===== config.mk =====
export PLATFORM = sky130hd
export DESIGN_NAME = shuffle_millis_flat
export DESIGN_NICKNAME = d
export VERILOG_FILES = /design/src/rtl/shuffle_millis_if.sv /design/src/rtl/shuffle_millis.sv /design/src/flat_wrapper.sv
export SDC_FILE = /design/constraint.sdc
export NUM_CORES = 1
export LEC_CHECK = 0
export CAP_MARGIN = 20
export CORE_MARGIN = 2
export CORE_UTILIZATION = 50
export DETAILED_ROUTE_END_ITERATION = 8
export MAX_ROUTING_LAYER = met4
export PLACE_DENSITY = 0.66
export SLEW_MARGIN = 25
export SYNTH_ARGS = -nofsm -noshare
export SYNTH_HDL_FRONTEND = slang
export SYNTH_SLANG_ARGS = --single-unit

===== constraint.sdc =====
create_clock -name clk -period 12.1 [get_ports clk]
set_input_delay 3.63 -clock clk [delete_from_list [all_inputs] [get_ports clk]]
set_output_delay 3.63 -clock clk [all_outputs]
set_load 0.01 [all_outputs]

===== src/rtl/shuffle_millis_if.sv =====
// Controller-facing signal bundle of the deck shuffler and millisecond timebase.
// The controller holds the master side; the shuffler holds the slave side.
interface shuffle_millis_if;
    logic        shuffleFlag;
    logic        loadFlag;
    logic [5:0]  card;
    logic [31:0] time_ms;

    modport master (output shuffleFlag, input loadFlag, card, time_ms);
    modport slave  (input shuffleFlag, output loadFlag, card, time_ms);
endinterface


===== src/rtl/shuffle_millis.sv =====
// Fisher-Yates deck shuffler that streams a 52-card permutation, plus a
// free-running millisecond counter used by the blackjack controller.
module shuffle_millis #(
    parameter int unsigned CLK_HZ      = 50_000_000,
    parameter logic [15:0] SEED        = 16'hACE1,
    parameter int unsigned HOLD_CYCLES = 1
) (
    input  logic            clk,
    input  logic            rst,
    shuffle_millis_if.slave bus
);
    localparam int unsigned MS_CYCLES = CLK_HZ / 1000;
    localparam int unsigned PRE_W     = (MS_CYCLES > 1) ? $clog2(MS_CYCLES) : 1;
    localparam int unsigned HOLD_W    = (HOLD_CYCLES > 1) ? $clog2(HOLD_CYCLES) : 1;
    localparam logic [PRE_W-1:0]  PRE_LAST  = PRE_W'(MS_CYCLES - 1);
    localparam logic [HOLD_W-1:0] HOLD_LAST = HOLD_W'(HOLD_CYCLES - 1);
    localparam logic [5:0]        LAST_CARD = 6'd51;

    typedef enum logic [2:0] {IDLE, INIT, SWAP_A, SWAP_B, STREAM, DONE} state_t;

    state_t            state_q, state_d;
    logic [5:0]        idx_q, idx_d;
    logic [HOLD_W-1:0] hold_q, hold_d;
    logic              load_q, load_d;
    logic [5:0]        card_q, card_d;
    logic [5:0]        j_q, a_q, b_q;
    logic              init_we, swap_rd, swap_we;

    logic [15:0]       lfsr_q;
    logic [PRE_W-1:0]  pre_q;
    logic [31:0]       time_ms_q;

    logic [5:0]        deck [52];
    logic [21:0]       prod;
    logic [5:0]        j_calc;

    // lfsr < 2^16, so the top bits of lfsr*(i+1) always land in 0..i.
    assign prod   = 22'(lfsr_q) * 22'(idx_q + 6'd1);
    assign j_calc = prod[21:16];

    // NOTE: every output of this block gets a default first, so no path leaves
    // a value unassigned and no latch is inferred.
    always_comb begin
        state_d = state_q;
        idx_d   = idx_q;
        hold_d  = hold_q;
        load_d  = load_q;
        card_d  = card_q;
        init_we = 1'b0;
        swap_rd = 1'b0;
        swap_we = 1'b0;
        unique case (state_q)
            IDLE: begin
                if (bus.shuffleFlag) begin
                    state_d = INIT;
                    idx_d   = '0;
                end
            end
            INIT: begin
                init_we = 1'b1;
                if (idx_q == LAST_CARD) state_d = SWAP_A;
                else                    idx_d   = idx_q + 6'd1;
            end
            SWAP_A: begin
                swap_rd = 1'b1;
                state_d = SWAP_B;
            end
            SWAP_B: begin
                swap_we = 1'b1;
                if (idx_q == 6'd1) begin
                    state_d = STREAM;
                    idx_d   = '0;
                    hold_d  = '0;
                    load_d  = 1'b1;
                    // deck[0] is being rewritten on this same edge when j=0
                    card_d  = (j_q == 6'd0) ? a_q : deck[0];
                end else begin
                    state_d = SWAP_A;
                    idx_d   = idx_q - 6'd1;
                end
            end
            STREAM: begin
                if (hold_q == HOLD_LAST) begin
                    hold_d = '0;
                    if (idx_q == LAST_CARD) begin
                        state_d = DONE;
                    end else begin
                        idx_d  = idx_q + 6'd1;
                        card_d = deck[idx_q + 6'd1];
                    end
                end else begin
                    hold_d = hold_q + HOLD_W'(1);
                end
            end
            DONE: begin
                if (!bus.shuffleFlag) begin
                    state_d = IDLE;
                    load_d  = 1'b0;
                end
            end
            default: state_d = IDLE;
        endcase
    end

    // NOTE: state registers use non-blocking assignments so every flop samples
    // values from before the edge, independent of block ordering.
    always_ff @(posedge clk or posedge rst) begin
        if (rst) begin
            state_q <= IDLE;
            idx_q   <= '0;
            hold_q  <= '0;
            load_q  <= 1'b0;
            card_q  <= 6'd63;
            j_q     <= '0;
            a_q     <= '0;
            b_q     <= '0;
        end else begin
            state_q <= state_d;
            idx_q   <= idx_d;
            hold_q  <= hold_d;
            load_q  <= load_d;
            card_q  <= card_d;
            if (swap_rd) begin
                j_q <= j_calc;
                a_q <= deck[idx_q];
                b_q <= deck[j_calc];
            end
        end
    end

    // NOTE: the deck storage has no reset; INIT rewrites every entry before use.
    always_ff @(posedge clk) begin
        if (init_we) deck[idx_q] <= idx_q;
        if (swap_we) begin
            deck[idx_q] <= b_q;
            deck[j_q]   <= a_q;
        end
    end

    // The LFSR free-runs so the permutation depends on request timing.
    always_ff @(posedge clk or posedge rst) begin
        if (rst) begin
            lfsr_q    <= SEED;
            pre_q     <= '0;
            time_ms_q <= '0;
        end else begin
            lfsr_q <= {1'b0, lfsr_q[15:1]} ^ (lfsr_q[0] ? 16'hB400 : 16'h0000);
            if (pre_q == PRE_LAST) begin
                pre_q     <= '0;
                time_ms_q <= time_ms_q + 32'd1;
            end else begin
                pre_q <= pre_q + PRE_W'(1);
            end
        end
    end

    assign bus.loadFlag = load_q;
    assign bus.card     = card_q;
    assign bus.time_ms  = time_ms_q;
endmodule


===== src/flat_wrapper.sv =====
// flat-port wrapper written by rule: the top's interface ports become plain ports
module shuffle_millis_flat 
#(
    parameter int unsigned CLK_HZ      = 50_000_000,
    parameter logic [15:0] SEED        = 16'hACE1,
    parameter int unsigned HOLD_CYCLES = 1
)
  (clk, rst, bus_shuffleFlag, bus_loadFlag, bus_card, bus_time_ms);
  shuffle_millis_if bus_i ();
  input  logic clk;
  input  logic rst;
  input wire logic [$bits(bus_i.shuffleFlag)-1:0] bus_shuffleFlag;
  output wire logic [$bits(bus_i.loadFlag)-1:0] bus_loadFlag;
  output wire logic [$bits(bus_i.card)-1:0] bus_card;
  output wire logic [$bits(bus_i.time_ms)-1:0] bus_time_ms;
  assign bus_i.shuffleFlag = bus_shuffleFlag;
  assign bus_loadFlag = bus_i.loadFlag;
  assign bus_card = bus_i.card;
  assign bus_time_ms = bus_i.time_ms;
  shuffle_millis #(.CLK_HZ(CLK_HZ), .SEED(SEED), .HOLD_CYCLES(HOLD_CYCLES)) u_core (.clk(clk), .rst(rst), .bus(bus_i));
endmodule

== Word-level counts from Yosys, hierarchy flattened ==
Memories as Yosys holds them, arrays and structs flattened. A register that Yosys moved wholly into a read port is not among the register bits.
Cells that the tools add are included.

* Bitwise gates (word level): 2
* Multiply operators: 1
* Mux-type cells: 33
* $add $sub $neg: 6
* Eq/ne operators: 15
* Reduce and logical (&&, ||, !) cells: 10

{| class="wikitable"
|+ Operator list
! kind !! count
|-
| 2-to-1 mux 6 bit || 9
|-
| adder 32 x 1 -> 32 bit, second input constant || 1
|-
| 2-to-1 mux 16 bit || 2
|-
| case mux 6 bit (4 select lines) || 1
|-
| multiplier 16 x 22 -> 22 bit || 1
|-
| 2-to-1 mux 3 bit || 6
|-
| case mux 3 bit (6 select lines) || 1
|-
| adder 16 x 1 -> 16 bit, second input constant || 1
|-
| == test 16 bit, second input constant || 1
|-
| bitwise XOR 15 x 16 -> 16 bit || 1
|-
| case mux 6 bit (2 select lines) || 1
|-
| 2-to-1 mux 1 bit || 11
|-
| inequality test 2 bit, second input constant || 4
|-
| adder 6 x 1 -> 7 bit, second input constant || 1
|-
| adder 6 x 1 -> 6 bit, second input constant || 1
|-
| == test 3 x 2 -> 1 bit, second input constant || 2
|-
| == test 3 bit, second input constant || 2
|-
| == test 6 x 1 -> 1 bit, second input constant || 1
|-
| == test 6 bit, second input constant || 1
|-
| zero test 6 bit || 1
|-
| inequality test 2 x 1 -> 1 bit, second input constant || 3
|-
| AND reduction 3 bit || 2
|-
| subtractor 6 x 1 -> 6 bit, second input constant || 1
|-
| AND reduction 5 bit || 1
|-
| other kinds (9) || 11
|}

* Bits of input ports: 3
* Bits in writable memories: 312
* Word-level logic and storage cells: 77
* Register bits after elaboration: 87
* Memories: 1

{| class="wikitable"
|+ Memories
! name !! words !! width !! read ports !! clocked after memory_dff !! wr ports !! RTL line !! text
|-
| u_core.deck || 52 || 6 || 4 || 2 || 2 || shuffle_millis.sv:33 || <nowiki>logic [5:0] deck [52];</nowiki>
|}

== Longest topological paths before layout ==
Gate-level depths: netlist (run 1).

* Word-level depth: 5
* Mapped depth: 34

== Least setup slack after synthesis (run 1) ==
No wires, ideal clock.

* Path kind: register to register
* Start: register u_core.idx_q[0]
* End: register u_core.b_q[0] (read register of u_core.deck)
* Arrival: 7797 ps
* Stages on the path, launching flop included: 31
* Clock period less this slack: 7922 ps
* Buffers on the path: 10
* Setup slack: 4178 ps
* Cells stage by stage: dfrtp_1 > buf_4 > inv_1 > clkbuf_1 > clkbuf_1 > buf_1 > ha_1 > buf_2 > buf_1 > clkbuf_1 > clkbuf_1 > clkbuf_1 > nand2_1 > fa_1 > fa_1 > inv_1 > fa_1 > inv_1 > fa_1 > inv_1 > ha_1 > nand4_2 > o41ai_4 > o31ai_4 > xnor2_4 > buf_12 > mux4_2 > nand2_1 > o31ai_1 > a211oi_2 > nor3_2

* Cells in the longest elaborated chain, start to end: 2

{| class="wikitable"
|+ RTL lines
! element !! RTL line !! text
|-
| start: declaration || shuffle_millis.sv:22 || <nowiki>logic [5:0] idx_q, idx_d;</nowiki>
|-
| start signal: assignment || shuffle_millis.sv:119 || <nowiki>idx_q <= idx_d;</nowiki>
|-
| adder 6 x 1 -> 7 bit || shuffle_millis.sv:38 || <nowiki>assign prod = 22'(lfsr_q) * 22'(idx_q + 6'd1);</nowiki>
|-
| multiplier 16 x 22 -> 22 bit || shuffle_millis.sv:38 ||
|-
| end: declaration || shuffle_millis.sv:26 || <nowiki>logic [5:0] j_q, a_q, b_q;</nowiki>
|}

No other way between the ends.
A chain may end at the register's enable or synchronous reset.

== Worst setup path after layout (run 1) ==
Same ends and word-level chain as after synthesis.

==> results of run 1 <==
-- final timing paths --
path                                   from                      to  slack (ps)  depth (start not counted)
max                         u_core.idx_q[0]           u_core.b_q[0]        2390                         23
min                        u_core.lfsr_q[6]        u_core.lfsr_q[5]         430                          0
max reg2reg                 u_core.idx_q[0]           u_core.b_q[0]        2390                         23
min reg2reg                u_core.lfsr_q[6]        u_core.lfsr_q[5]         430                          0
max in group asynchronous               rst         u_core.pre_q[6]        7490                          3
min in group asynchronous               rst  u_core.bus.time_ms[19]        3450                          2
-- critical path: cells and delay by family, from the launching register on --
kind                     cells  cell delay [ps]
multiplexers                 1              650
AND/OR/NAND/NOR              3              310
AO/OA/AOI/OAI                6             1430
XOR/XNOR                     1              150
buffers and inverters        6             2430
adder cells (fa/ha/maj)      6             3510
flip-flops                   1              990
-- metrics by stage --
step                instance area [sq um]  setup WS (ps)
floorplan                           28700           4180
global placement                    29500           2650
detailed placement                  29600           2510
CTS                                 31100           2510
global route                        31200           2020
finish                              31200           2390
-- placed cells by master (no fill, tap or decap), types with 50 or more instances in the layout --
master and n:
nor2_1 396, a21oi_1 379, edfxtp_1 312, nand2_1 293, mux4_2 161, o21ai_0 96
inv_1 84, mux2i_1 76, dfrtp_1 75, and2_1 67, fa_1 67, nand3_1 57
buf_4 53, clkbuf_16 50
-- where the power goes --
part           leakage, nW  switching (mW)  internal, mW
registers             4.21           0.284          1.71
logic                 7.28            1.47         0.881
clock network        0.723           0.626         0.784
-- flip-flops by register name, summed over array words and instances (netlist names) --
name and count:
u_core.j_q 6, u_core.a_q 6, u_core.bus.loadFlag 1, u_core.deck 312, u_core.b_q 6, u_core.bus.card 6, u_core.state_q 3, u_core.lfsr_q 16
u_core.pre_q 16, u_core.bus.time_ms 32, u_core.idx_q 6
-- layout make-up --
class | instances | area [sq um] | share of cell area
well taps | 756 | 946 | 0.0304
inverters | 86 | 325 | 0.0104
flip-flops and latches | 410 | 11900 | 0.381
clock inverters | 21 | 134 | 0.00430
multi-input cells | 2063 | 15600 | 0.501
diodes | 8 | 20.0 | 0.000642
repair buffers | 99 | 913 | 0.0293
clock buffers | 63 | 1350 | 0.0433
-- per-layer routing --
layer / vias up / global-route usage
li1: 10085 / -
met1: 11815 / 0.508
met4: 0 / 0.169
met3: 374 / 0.0930
met2: 1934 / 0.534
met5: - / -
-- kinds of logic (layout without fill, tap and decap cells) --
family	after synthesis	count (layout)	share of synthesized area
AND/OR/NAND/NOR	952	952	0.145
AO/OA/AOI/OAI	665	665	0.135
flip-flops	410	410	0.412
buffers and inverters	347	269	0.0509
multiplexers	272	272	0.170
adder cells (fa/ha/maj)	109	109	0.0650
XOR/XNOR	65	65	0.0213
other	0	8	0
==> results.toml, run 1 <==
[run]
max-cap-violations = 0

[pwr]
p_leak_nw = 12.2
power_mw = 5.76
ir_drop_v = 0.000155
pwr_density_cell_mw_per_mm2 = 185

[route]
drcViolationCount = 0
wl_met2_um = 46200
dr_total_vias = 24208
wl_um = 107000
topRoutingLayerUsed = "met4"
drtAntennaViolNets = 0
drt_first_pass_iters = 6
routed-wl-met3_um = 14800
routedWlPerCell_um = 30.7
met1_length_um = 40400
viasPerCell = 6.90
drt_iter0_drc = 3579

[sta]
tightest_slew_ps = 1180
slew_headroom = 0.211
finalHoldViolCount = 0
setup_violations = 0
fin_crit_sh = 0.802
holdWs_ps = 426
skew_ps = 30.4
period_needed_ps = 9710
drv_slew = 0
rsz0062_at_grt = "no"
finalSetupTns_ps = 0
fmax_mhz = 103

[global_route]
grt_max_degree = 82
grt_pass1_wl_um = 158000
antenna_found_initial = 3
grt_use_total = 0.375
grt-ovfl-total = 0
grt_pass1_vias = 22880

[logic_synthesis]
seq_area_frac_synth = 0.412
synth.area.top_cells = "edfxtp_1 (33%), mux4_2 (13%), dfrtp_1 (7.3%)"
ys_types = 81
synthArstFlopShare = 0.239
yosys-top-cells-count = "nor2_1 (401), a21oi_1 (379), edfxtp_1 (312)"
synth_top_flop_cell = "edfxtp_1"
synth_most_common_cell = "nor2_1"
synth_edf_count = 312
avgSynthCellArea_sq_um = 10.2
synth_fp_nets = 2932
syn_area_sq_mm = 0.0287
yosysWarnings = 0
synth_top_area_share = 0.326
postSynthCellCount = 2820
synth-seq-cells = 410
yosys.area.top_type = "edfxtp_1"

[cts]
htree_num_levels = 2
clk_path_buf_depth = 3
post-cts-setup-buffers = 0
clock-sinks = 410
clk_pin_slew_worst_paths_ps = 60
cts_resized = 0
cts_tree = "built"
worstSkewPairLatency_ps = 620
holdBufCountCts = 0
cts_made_buffers = 48
clock-root-buffer = "clkbuf_16"

[cells_and_area]
nets = 2820
num-fill-cells = 4919
final_util = 0.551
area_delta_synth_final_pct = 8.54
drive_above_1_share = 0.139
instances_no_fill = 3506

[setup_path]
crit_slowest_cell = "ha_4"
crit_required_ps = 12600
cp_data_arrival_time_ps = 10210
end_kind = "flop"
crit_path_frequent_cell = "fa_1"
cp-start-kind = "flop"
crit_chain = "clkinv_1 -> ha_4 -> nand2_1 -> fa_1 -> fa_1 -> inv_1 -> fa_1 -> inv_1 -> fa_1 -> inv_1 -> ha_1 -> a21oi_1 -> o221ai_1 -> a31o_2 -> o31ai_4 -> xnor2_4 -> buf_4 -> buf_4 -> mux4_1 -> nand2_1 -> a21o_1 -> o2111a_1 -> nor3_2"
cpPeakStageDelay_ps = 1160
cp_max_fo = 55
path_class = "reg2reg"

[die]
start_util = 0.507
ios = 42
die_w_um = 244
rows = 87
coreArea_sq_mm = 0.0566
dieArea_sq_mm = 0.0594
die_h_um = 244

[place]
dp_cells = 3413
port_buffers = 41
gp_congestion = 1.00
dp_hpwl_um = 72400

[hold_path]
holdCritPathClass = "reg2reg"

[outcome]
status = "completed"
Note: power is estimated with default switching activity, not from simulation.
==> inputs of run 2 (changes only) <==
- clock period: 12.1 -> 9.1 ns (I/O delays scaled with it)
==> results.toml, run 2 (same netlist as run 1, synthesis figures left out) <==
[cells_and_area]
mostFrequentLayoutCell = "nor2_1"
num-fill-cells = 4884
instances_no_fill = 3510
multi_input_area_sq_mm = 0.0156
largest_reg_flops = 312
final_cell_area_sq_mm = 0.0313
final_cell_mix = "nor2_1 (398), a21oi_1 (379), edfxtp_1 (312)"
regMostFlops = "u_core.deck"
nets = 2825
final_util = 0.553
area_delta_synth_final_pct = 8.98
drive_above_1_share = 0.141
ff_latch_area_sq_mm = 0.0119

[pwr]
p_leak_nw = 12.3
ir_drop_v = 0.000217
pwr_density_cell_mw_per_mm2 = 250
power_mw = 7.81

[sta]
drv_slew = 0
fmax_mhz = 129
period_needed_ps = 7780
finalSetupTns_ps = 0
slew_headroom = 0.150
tightest_slew_ps = 1270
holdWs_ps = 418
finalHoldViolCount = 0
setup_violations = 0
rsz0062_at_grt = "no"
fin_crit_sh = 0.855
fin_ws_ps = 1320
skew_ps = 39.7

[cts]
cts_resized = 0
clock-root-buffer = "clkbuf_16"
worstSkewPairLatency_ps = 630
cts_made_buffers = 47
holdBufCountCts = 0
post-cts-setup-buffers = 0
htree_num_levels = 2
clock-sinks = 410
clk_path_buf_depth = 3
cts_tree = "built"
clk_pin_slew_worst_paths_ps = 60

[place]
port_buffers = 41
dp_cells = 3419
gp_congestion = 1.00
preCtsSetupSlack_ps = 1450
placed_area_sq_mm = 0.0297
dp_hpwl_um = 75600

[die]
die_w_um = 244
ios = 42
coreArea_sq_mm = 0.0566
die_h_um = 244
start_util = 0.507
rows = 87
dieArea_sq_mm = 0.0594

[setup_path]
crit_slowest_cell = "dfrtp_4"
path_class = "reg2reg"
crit_chain = "buf_4 -> and3_1 -> xor2_1 -> buf_4 -> nand2_1 -> fa_1 -> fa_1 -> inv_1 -> fa_1 -> inv_1 -> fa_1 -> inv_1 -> ha_1 -> a21o_1 -> a21boi_1 -> o41ai_4 -> o31ai_4 -> xor2_2 -> buf_4 -> nor2_1 -> nand2_1 -> and3_1 -> a311o_1 -> a2bb2oi_1"
crit_required_ps = 9630
cp_max_fo = 35
cp_data_arrival_time_ps = 8310
cp-start-kind = "flop"
end_kind = "flop"
crit_path_frequent_cell = "fa_1"
cpPeakStageDelay_ps = 630
r2r_cells = 24
r2r-start = "u_core.idx_q[2]"
r2r_end = "u_core.b_q[4]"
reg2reg_slack_ps = 1320

[route]
viasPerCell = 6.84
drcViolationCount = 0
drt_iter0_drc = 3302
drtAntennaViolNets = 0
dr_total_vias = 24010
drt_first_pass_iters = 5
wl_um = 110000
routedWlPerCell_um = 31.4

[global_route]
grt-ovfl-total = 0
grt_pass1_wl_um = 160000
antenna_found_initial = 3
grt_use_total = 0.382
grt_pass1_vias = 22727
grt_max_degree = 63

[hold_path]
holdCritPathClass = "reg2reg"
holdPathStages = 0
hold_end = "u_core.lfsr_q[5]"
min_from = "u_core.lfsr_q[6]"

[outcome]
status = "completed"

[run]
max-cap-violations = 0
==> run 2: cell count changes in the layout (fill, tap and decap cells not counted), moves of 2 or more <==
cell / delta
diode_2: -4
o21ai_0: -6
clkinv_8: -2
clkinv_4: +2
buf_4: +5
clkbuf_8: -4
o21ai_1: +6
buf_16: -2
buf_12: +3
clkbuf_16: -3
bufinv_16: +7
nor2_1: +2
==> run 2: final cells by class <==
cell class,count,area share
multi-input cells,2063,0.499
flip-flops and latches,410,0.379
clock buffers,55,0.0389
repair buffers,105,0.0306
well taps,756,0.0302
clock inverters,31,0.0116
inverters,86,0.0104
diodes,4,0.000320
==> run 2: metal layers <==
layer / up-vias / GRT usage / wire length [um]
met5: - / - / 0
met4: 0 / 0.199 / 6930
met3: 349 / 0.0888 / 13700
met2: 1856 / 0.535 / 46700
met1: 11732 / 0.519 / 42900
li1: 10073 / - / -
==> run 2: critical path: cells and delay by family, from the launching register on <==
kind | cells | cell delay, ps
adder cells (fa/ha/maj) | 5 | 2260
AO/OA/AOI/OAI | 6 | 1520
AND/OR/NAND/NOR | 5 | 1390
buffers and inverters | 6 | 1350
flip-flops | 1 | 630
XOR/XNOR | 2 | 530
==> run 2: worst max path at each step <==
stage / from / to / slack (ps) / cells after the start
after floorplan: u_core.idx_q[0] / u_core.b_q[0] / 1180 / 30
after global placement: u_core.idx_q[2] / u_core.b_q[2] / 1510 / 24
after detailed placement: u_core.idx_q[2] / u_core.b_q[4] / 1450 / 24
after CTS: u_core.idx_q[2] / u_core.b_q[4] / 1420 / 24
after global routing: u_core.idx_q[2] / u_core.b_q[4] / 1000 / 24
final: u_core.idx_q[2] / u_core.b_q[4] / 1320 / 24
==> run 2: power breakdown <==
group | switching (mW) | leakage, nW | total [mW] | internal [mW]
registers | 0.329 | 4.21 | 2.61 | 2.28
clock network | 0.847 | 0.764 | 2.01 | 1.16
logic | 2.05 | 7.30 | 3.20 | 1.15
